### src/rtl/zcr_frame_analyzer_if.sv
// Bus between the zero-crossing counter stage and the frame analyzer:
// running count plus valid strobe in, per-frame results and status out.
interface zcr_frame_analyzer_if;
    logic [15:0] count_in;
    logic        v_in;
    logic [15:0] zcr;
    logic [15:0] period;
    logic        voiced;
    logic        vout;
    logic        busy;
    logic        overrun;

    modport master (
        output count_in, v_in,
        input  zcr, period, voiced, vout, busy, overrun
    );

    modport slave (
        input  count_in, v_in,
        output zcr, period, voiced, vout, busy, overrun
    );
endinterface

### src/rtl/zcr_frame_analyzer.sv
// Zero-crossing frame analyzer: groups valid samples into FRAME_LEN frames,
// reports crossings per frame (zcr), coarse pitch period FRAME_LEN/zcr via a
// bit-serial restoring divider, and a voiced/unvoiced flag.
// Optional macro ZCR_VUV_HYST_EN adds hysteresis (HYST) to the voiced decision.
module zcr_frame_analyzer #(
    parameter int unsigned FRAME_LEN = 160,
    parameter int unsigned UV_ZCR    = 24,
    parameter int unsigned HYST      = 4
) (
    input  logic                 clk,
    input  logic                 rst,
    zcr_frame_analyzer_if.slave  bus
);
    localparam logic [15:0] FL      = 16'(FRAME_LEN);
    localparam logic [15:0] FL_LAST = 16'(FRAME_LEN - 1);

    typedef enum logic [1:0] {IDLE, DIV, DONE} state_t;

    state_t      state, state_nxt;
    logic [15:0] base;
    logic [15:0] samp_cnt;
    logic [15:0] delta;
    logic [15:0] dvd;
    logic [15:0] quot;
    logic [15:0] rem;
    logic [3:0]  bit_cnt;
    logic        frame_end;
    logic [15:0] diff;
    logic [16:0] rem_sh;
    logic        fits;
    logic        voiced_nxt;

    assign frame_end = bus.v_in && (samp_cnt == FL_LAST);
    assign diff      = bus.count_in - base;
    assign rem_sh    = {rem, dvd[15]};
    assign fits      = (rem_sh >= {1'b0, delta});
    assign bus.busy  = (state != IDLE);

    // State register; reset aborts any division in flight.
    always_ff @(posedge clk) begin
        if (rst) state <= IDLE;
        else     state <= state_nxt;
    end

    // Next-state: start a division at frame end, skip it when no crossings.
    always_comb begin
        state_nxt = state;
        case (state)
            IDLE:    if (frame_end) state_nxt = (diff != '0) ? DIV : DONE;
            DIV:     if (bit_cnt == 4'd15) state_nxt = DONE;
            DONE:    state_nxt = IDLE;
            default: state_nxt = IDLE;
        endcase
    end

    // Sample counter and frame base track every valid sample, even when busy.
    always_ff @(posedge clk) begin
        if (rst) begin
            samp_cnt <= '0;
            base     <= '0;
        end else if (bus.v_in) begin
            if (frame_end) begin
                samp_cnt <= '0;
                base     <= bus.count_in;
            end else begin
                samp_cnt <= samp_cnt + 16'd1;
            end
        end
    end

    // Restoring divider FRAME_LEN / delta, one quotient bit per cycle, MSB first.
    // delta is only captured in IDLE so a dropped frame cannot disturb it.
    always_ff @(posedge clk) begin
        if (rst) begin
            delta   <= '0;
            dvd     <= '0;
            quot    <= '0;
            rem     <= '0;
            bit_cnt <= '0;
        end else if (state == IDLE) begin
            if (frame_end) begin
                delta   <= diff;
                dvd     <= FL;
                quot    <= '0;
                rem     <= '0;
                bit_cnt <= '0;
            end
        end else if (state == DIV) begin
            dvd     <= {dvd[14:0], 1'b0};
            quot    <= {quot[14:0], fits};
            // true remainder is below delta, so 16-bit modular subtraction is exact
            rem     <= fits ? (rem_sh[15:0] - delta) : rem_sh[15:0];
            bit_cnt <= bit_cnt + 4'd1;
        end
    end

`ifdef ZCR_VUV_HYST_EN
    localparam int unsigned VUV_HI = UV_ZCR + HYST;
    localparam int unsigned VUV_LO = (UV_ZCR > HYST) ? (UV_ZCR - HYST) : 0;

    // Voiced decision with hysteresis around UV_ZCR, keyed on the previous flag.
    always_comb begin
        voiced_nxt = 1'b0;
        if (delta != '0) begin
            if (bus.voiced) voiced_nxt = ({16'd0, delta} <= VUV_HI);
            else            voiced_nxt = ({16'd0, delta} <= VUV_LO);
        end
    end
`else
    // Voiced decision: some crossings, but no more than UV_ZCR.
    always_comb begin
        voiced_nxt = (delta != '0) && ({16'd0, delta} <= UV_ZCR);
    end
`endif

    // Result registers, one-cycle vout pulse, sticky overrun.
    always_ff @(posedge clk) begin
        if (rst) begin
            bus.zcr     <= '0;
            bus.period  <= '0;
            bus.voiced  <= 1'b0;
            bus.vout    <= 1'b0;
            bus.overrun <= 1'b0;
        end else begin
            bus.vout <= 1'b0;
            if (state == DONE) begin
                bus.zcr    <= delta;
                bus.period <= (delta == '0) ? '0 : quot;
                bus.voiced <= voiced_nxt;
                bus.vout   <= 1'b1;
            end
            if (frame_end && (state != IDLE)) bus.overrun <= 1'b1;
        end
    end
endmodule

### src/flat_wrapper.sv
// flat-port wrapper written by rule: the top's interface ports become plain ports
module zcr_frame_analyzer_flat 
#(
    parameter int unsigned FRAME_LEN = 160,
    parameter int unsigned UV_ZCR    = 24,
    parameter int unsigned HYST      = 4
)
  (clk, rst, bus_count_in, bus_v_in, bus_zcr, bus_period, bus_voiced, bus_vout, bus_busy, bus_overrun);
  zcr_frame_analyzer_if bus_i ();
  input  logic clk;
  input  logic rst;
  input wire logic [$bits(bus_i.count_in)-1:0] bus_count_in;
  input wire logic [$bits(bus_i.v_in)-1:0] bus_v_in;
  output wire logic [$bits(bus_i.zcr)-1:0] bus_zcr;
  output wire logic [$bits(bus_i.period)-1:0] bus_period;
  output wire logic [$bits(bus_i.voiced)-1:0] bus_voiced;
  output wire logic [$bits(bus_i.vout)-1:0] bus_vout;
  output wire logic [$bits(bus_i.busy)-1:0] bus_busy;
  output wire logic [$bits(bus_i.overrun)-1:0] bus_overrun;
  assign bus_i.count_in = bus_count_in;
  assign bus_i.v_in = bus_v_in;
  assign bus_zcr = bus_i.zcr;
  assign bus_period = bus_i.period;
  assign bus_voiced = bus_i.voiced;
  assign bus_vout = bus_i.vout;
  assign bus_busy = bus_i.busy;
  assign bus_overrun = bus_i.overrun;
  zcr_frame_analyzer #(.FRAME_LEN(FRAME_LEN), .UV_ZCR(UV_ZCR), .HYST(HYST)) u_core (.clk(clk), .rst(rst), .bus(bus_i));
endmodule
### config.mk
export PLATFORM = sky130hd
export DESIGN_NAME = zcr_frame_analyzer_flat
export DESIGN_NICKNAME = d
export VERILOG_FILES = /design/src/rtl/zcr_frame_analyzer_if.sv /design/src/rtl/zcr_frame_analyzer.sv /design/src/flat_wrapper.sv
export SDC_FILE = /design/constraint.sdc
export NUM_CORES = 1
export LEC_CHECK = 0
export BUFFER_PORTS_ARGS = -buffer_cell sky130_fd_sc_hd__buf_4
export CORE_ASPECT_RATIO = 0.6
export CORE_MARGIN = 2
export CORE_UTILIZATION = 55
export DETAILED_ROUTE_END_ITERATION = 10
export PLACE_DENSITY = 0.75
export SYNTH_ARGS = -nofsm -noshare
export SYNTH_HDL_FRONTEND = slang
export SYNTH_SLANG_ARGS = --single-unit
### constraint.sdc
create_clock -name clk -period 2.93 [get_ports clk]
set_clock_uncertainty 0.05 [all_clocks]
set_input_delay 0 -clock clk [delete_from_list [all_inputs] [get_ports clk]]
set_output_delay 0 -clock clk [all_outputs]
set_load 0.1 [all_outputs]
==> qor.log <==
qor: yosys.synth.cell_area 0.006530 mm²
qor: sta.final.hold.worst_slack 0.09907 ns
qor: yosys.postSynthAreaPerCell 8.297 µm²
qor: yosys.synth_largest_type_area_fraction 40.47%
qor: pwr.part_of_the_total_power_dissipated_in_the_clock_network 50.7%
qor: grt.grt_start_max_net_pins 91
qor: pwr.switching_portion_of_total_power 25.77%
qor: yosys.number_of_enable_type_register_cells_in_the_synthesized_netlist 0
qor: clocking.cts-root-to-sink-buffers 2
qor: clocking.clock-root-buffer sky130_fd_sc_hd__clkbuf_16
qor: sta.max_clk_rate 355.2 MHz
qor: min_path.worst_hold_path_type input port to register
qor: clocking.tritoncts.num_buffers 17
qor: die.core_area 0.01145 mm²
qor: pwr.vdd.ir_drop.worst 463.5 µV
qor: routing.remaining_drc_errors 0
qor: worst_setup_path.cp-end-kind register
qor: min_path.worst_hold_endpoint u_core.samp_cnt[2]$_SDFFE_PP0P_
qor: sta.max-slew-margin-rel 19.26%
qor: finish.fraction_of_layout_cells_with_a_size_suffix_above_1 14.19%
qor: finish.fillCellCount 911
qor: clocking.clock_insertion_delay_worst_skew 0.42 ns
qor: yosys.syn_nets 841
qor: finish.design.final.nets 915
qor: yosys.synth_top_cell_by_area sky130_fd_sc_hd__dfxtp_1
qor: die.top_level_ports 55
qor: yosys.postSynth.asyncResetShare 0%
qor: yosys.synth_warnings 0
qor: yosys.postSynth.topFlopCell sky130_fd_sc_hd__dfxtp_1
qor: sta.finalWorstPathRequiredPeriod 2.815 ns
qor: pwr.combPwrFrac 5.1%
qor: routing.detail_route.iter0.violations 411
qor: pwr.power.share.sequential 44.2%
qor: clocking.cts.htree.levels 4
qor: sta.post-route-period-util 96.09%
qor: clocking.postCtsSetupBuffers 0
qor: routing.detail_route.vias_per_cell 5.735
qor: worst_setup_path.setup.reg_to_reg.worst_slack 0.11 ns
qor: sta.hold_violations 0
qor: pwr.net-switching-power 1.048 mW
qor: routing.num_vias 5930
qor: pwr.power.density_cell_area 514.3 mW/mm²
qor: clocking.tritoncts built
qor: worst_setup_path.arrival_worst_endpoint 3.11 ns
qor: grt.grtUsageTotal 25.72%
qor: placement.routabilityCongestion 0.9234
qor: sta.worst_pin_slew 1.211 ns
qor: finish.insertedDiodeCount 0
qor: pwr.post-layout-total-power 4.069 mW
qor: worst_setup_path.r2r.worst_path.cells 11
qor: sta.rsz_0062_raised_after_global_routing false
qor: clocking.path_clk_slew 0.06 ns
qor: die.floorplan.die.height 88.40 µm
qor: yosys.synth.top_cells.by_count 132 x sky130_fd_sc_hd__dfxtp_1, 114 x sky130_fd_sc_hd__nand2_1, 93 x sky130_fd_sc_hd__nor2_1
qor: yosys.synthTopCellsByArea sky130_fd_sc_hd__dfxtp_1 40%, sky130_fd_sc_hd__nand2_1 6.6%, sky130_fd_sc_hd__ha_1 6.3%
qor: pwr.static-leakage-power 3.066 nW
qor: grt.grt_overflow 0
qor: placement.place_area 0.007134 mm²
qor: min_path.worst_hold_path.num_cells 2
qor: placement.place_hpwl 11.20 mm
qor: min_path.min_from rst
qor: yosys.ys_seq_area_share 40.47%
qor: yosys.yosys.cell_count.top_type sky130_fd_sc_hd__dfxtp_1
qor: run.drv.max_cap_violation_count 0
qor: finish.area_delta_synth_final 21.15%
qor: die.starting_utilization_of_the_core_area 57.04%
qor: grt.global_route_wire_length_before_repair 25.91 mm
qor: worst_setup_path.path_max_fanout 18
qor: worst_setup_path.path_class register to register
qor: die.floorplan.die.width 144.7 µm
qor: routing.avgRoutedWirePerCell 15.44 µm
qor: placement.buffer_ports.inserted 54
qor: worst_setup_path.crit_required 3.23 ns
qor: yosys.synth.distinct_cells 66
qor: sta.setup_viol 0
qor: worst_setup_path.worstReg2RegEnd u_core.rem[0]$_SDFFE_PP0P_
qor: routing.drt-total-wl 15.97 mm
qor: worst_setup_path.worstReg2RegStart u_core.delta[8]$_SDFFE_PP0P_
qor: sta.setup-tns-final 0 ns
qor: worst_setup_path.startpoint_type register
qor: die.core.rowCount 30
qor: routing.drtPass1Iterations 5
qor: finish.finalInstanceArea 0.007911 mm²
qor: yosys.syn-instance-count 787
qor: clocking.clkSinkCount 132
qor: status.run_status complete, no violations
qor: pwr.internal 3.020 mW
qor: yosys.synth_seq_cells 132
qor: die.floorplan.die_area 0.01279 mm²
qor: sta.max_slew_vio_count 0
qor: grt.vias_in_the_first_global_route 5451
qor: routing.drt_antenna_net_count 0
qor: grt.grt_antenna_before_repair 0
[cells in the final DEF (no fill, tap or decap), drive strengths merged, types with 6 or more instances in the layout]
cell type,count
buf,73
or3,6
xnor2,17
clkbuf,17
nand2b,9
xor2,17
nor4,10
o21a,9
nand2,114
a21oi,58
mux2i,11
nand3,13
a21o,9
ha,33
inv,51
nand4,9
dlygate4sd3,17
a22oi,41
a22o,9
nor2b,6
nor2,93
nor3,12
o21ai,34
and3,9
dfxtp,132
[worst max path at each step]
stage / start / end / slack [ns] / depth (start not counted)
floorplan: u_core.delta[8]$_SDFFE_PP0P_ / u_core.rem[9]$_SDFFE_PP0P_ / 0.23 / 11
global placement: u_core.base[2]$_SDFFE_PP0P_ / u_core.state[1]$_SDFFE_PP0P_ / 0.26 / 10
detailed placement: u_core.delta[8]$_SDFFE_PP0P_ / u_core.rem[5]$_SDFFE_PP0P_ / 0.18 / 11
CTS: u_core.delta[8]$_SDFFE_PP0P_ / u_core.rem[0]$_SDFFE_PP0P_ / 0.15 / 11
global route: u_core.delta[8]$_SDFFE_PP0P_ / u_core.rem[0]$_SDFFE_PP0P_ / 0.004 / 11
finish: u_core.delta[8]$_SDFFE_PP0P_ / u_core.rem[0]$_SDFFE_PP0P_ / 0.11 / 11
[flip-flops by register name, summed over array words and instances, names as in the netlist]
| name | flops |
|---|---|
| u_core.base | 16 |
| u_core.bus.period | 16 |
| u_core.bus.zcr | 16 |
| u_core.delta | 16 |
| u_core.quot | 16 |
| u_core.rem | 16 |
| u_core.samp_cnt | 16 |
| u_core.dvd | 11 |
| u_core.bit_cnt | 4 |
| u_core.state | 2 |
| u_core.bus.overrun | 1 |
| u_core.bus.voiced | 1 |
| u_core.bus.vout | 1 |
[per-stage QoR]
stage                     util [%]  instances  worst slack (ns)
after floorplan                  -        787            0.2251
after global placement       62.32        985            0.2634
after detailed placement     62.32        985            0.1829
after CTS                    68.90       1034            0.1458
after global routing         69.10       1034          0.004420
final                        69.10       1034            0.1146
[timing repair]
item	CTS	global route
hold endpoints to repair	20	0
resized for setup	0	6
endpoints found under the setup margin	0	2
hold buffers	17	0
[logic make-up (layout without fill, tap and decap cells)]
| kind of cell | count (synthesis) | in the layout | share of synthesized area (%) |
|---|---|---|---|
| adder cells (fa/ha/maj) | 35 | 35 | 6.936 |
| XOR/XNOR | 34 | 34 | 4.560 |
| multiplexers | 13 | 13 | 2.031 |
| AND/OR/NAND/NOR | 301 | 301 | 21.00 |
| AO/OA/AOI/OAI | 196 | 196 | 20.25 |
| buffers and inverters | 76 | 163 | 4.752 |
| flip-flops | 132 | 132 | 40.47 |
[power by group through the flow]
stage                     sequential, mW  combinational, mW  clock (mW)
after global routing                1.80              0.224        2.17
after detailed placement            1.84              0.177           0
after CTS                           1.80              0.197        2.09
after global placement              1.84              0.172           0
final                               1.80              0.206        2.06
after floorplan                     1.84              0.123           0
[worst max-delay path, cell delays in order, from the launching register on]
cell                       delay (ns)
sky130_fd_sc_hd__dfxtp_1         0.39
sky130_fd_sc_hd__inv_1           0.06
sky130_fd_sc_hd__ha_1            0.37
sky130_fd_sc_hd__a21o_1          0.22
sky130_fd_sc_hd__a211oi_2        0.33
sky130_fd_sc_hd__and4_1          0.24
sky130_fd_sc_hd__a21oi_1         0.04
sky130_fd_sc_hd__a21boi_4        0.16
sky130_fd_sc_hd__o41ai_4         0.28
sky130_fd_sc_hd__buf_12          0.22
sky130_fd_sc_hd__mux2i_1         0.21
sky130_fd_sc_hd__a22o_1          0.17
[layer usage]
layer  vias to the layer above  part of all wire (%)  global-route usage (%)
met3                        27                   6.3                   5.790
met5                         -                     0                       0
met1                      2770                    47                   35.05
met2                       207                    45                   41.10
li1                       2926                     -                       -
met4                         0                   1.5                   8.297
[final cells by class]
class	count	area (µm²)	share of cell area, %
clock buffer	17	425.4	5.377
multi-input combinational	579	3601	45.52
timing repair buffer	90	730.7	9.236
sequential	132	2643	33.40
tap	160	200.2	2.530
inverter	41	153.9	1.945
clock inverter	15	157.7	1.993
Note: power is estimated with default switching activity, not from simulation.
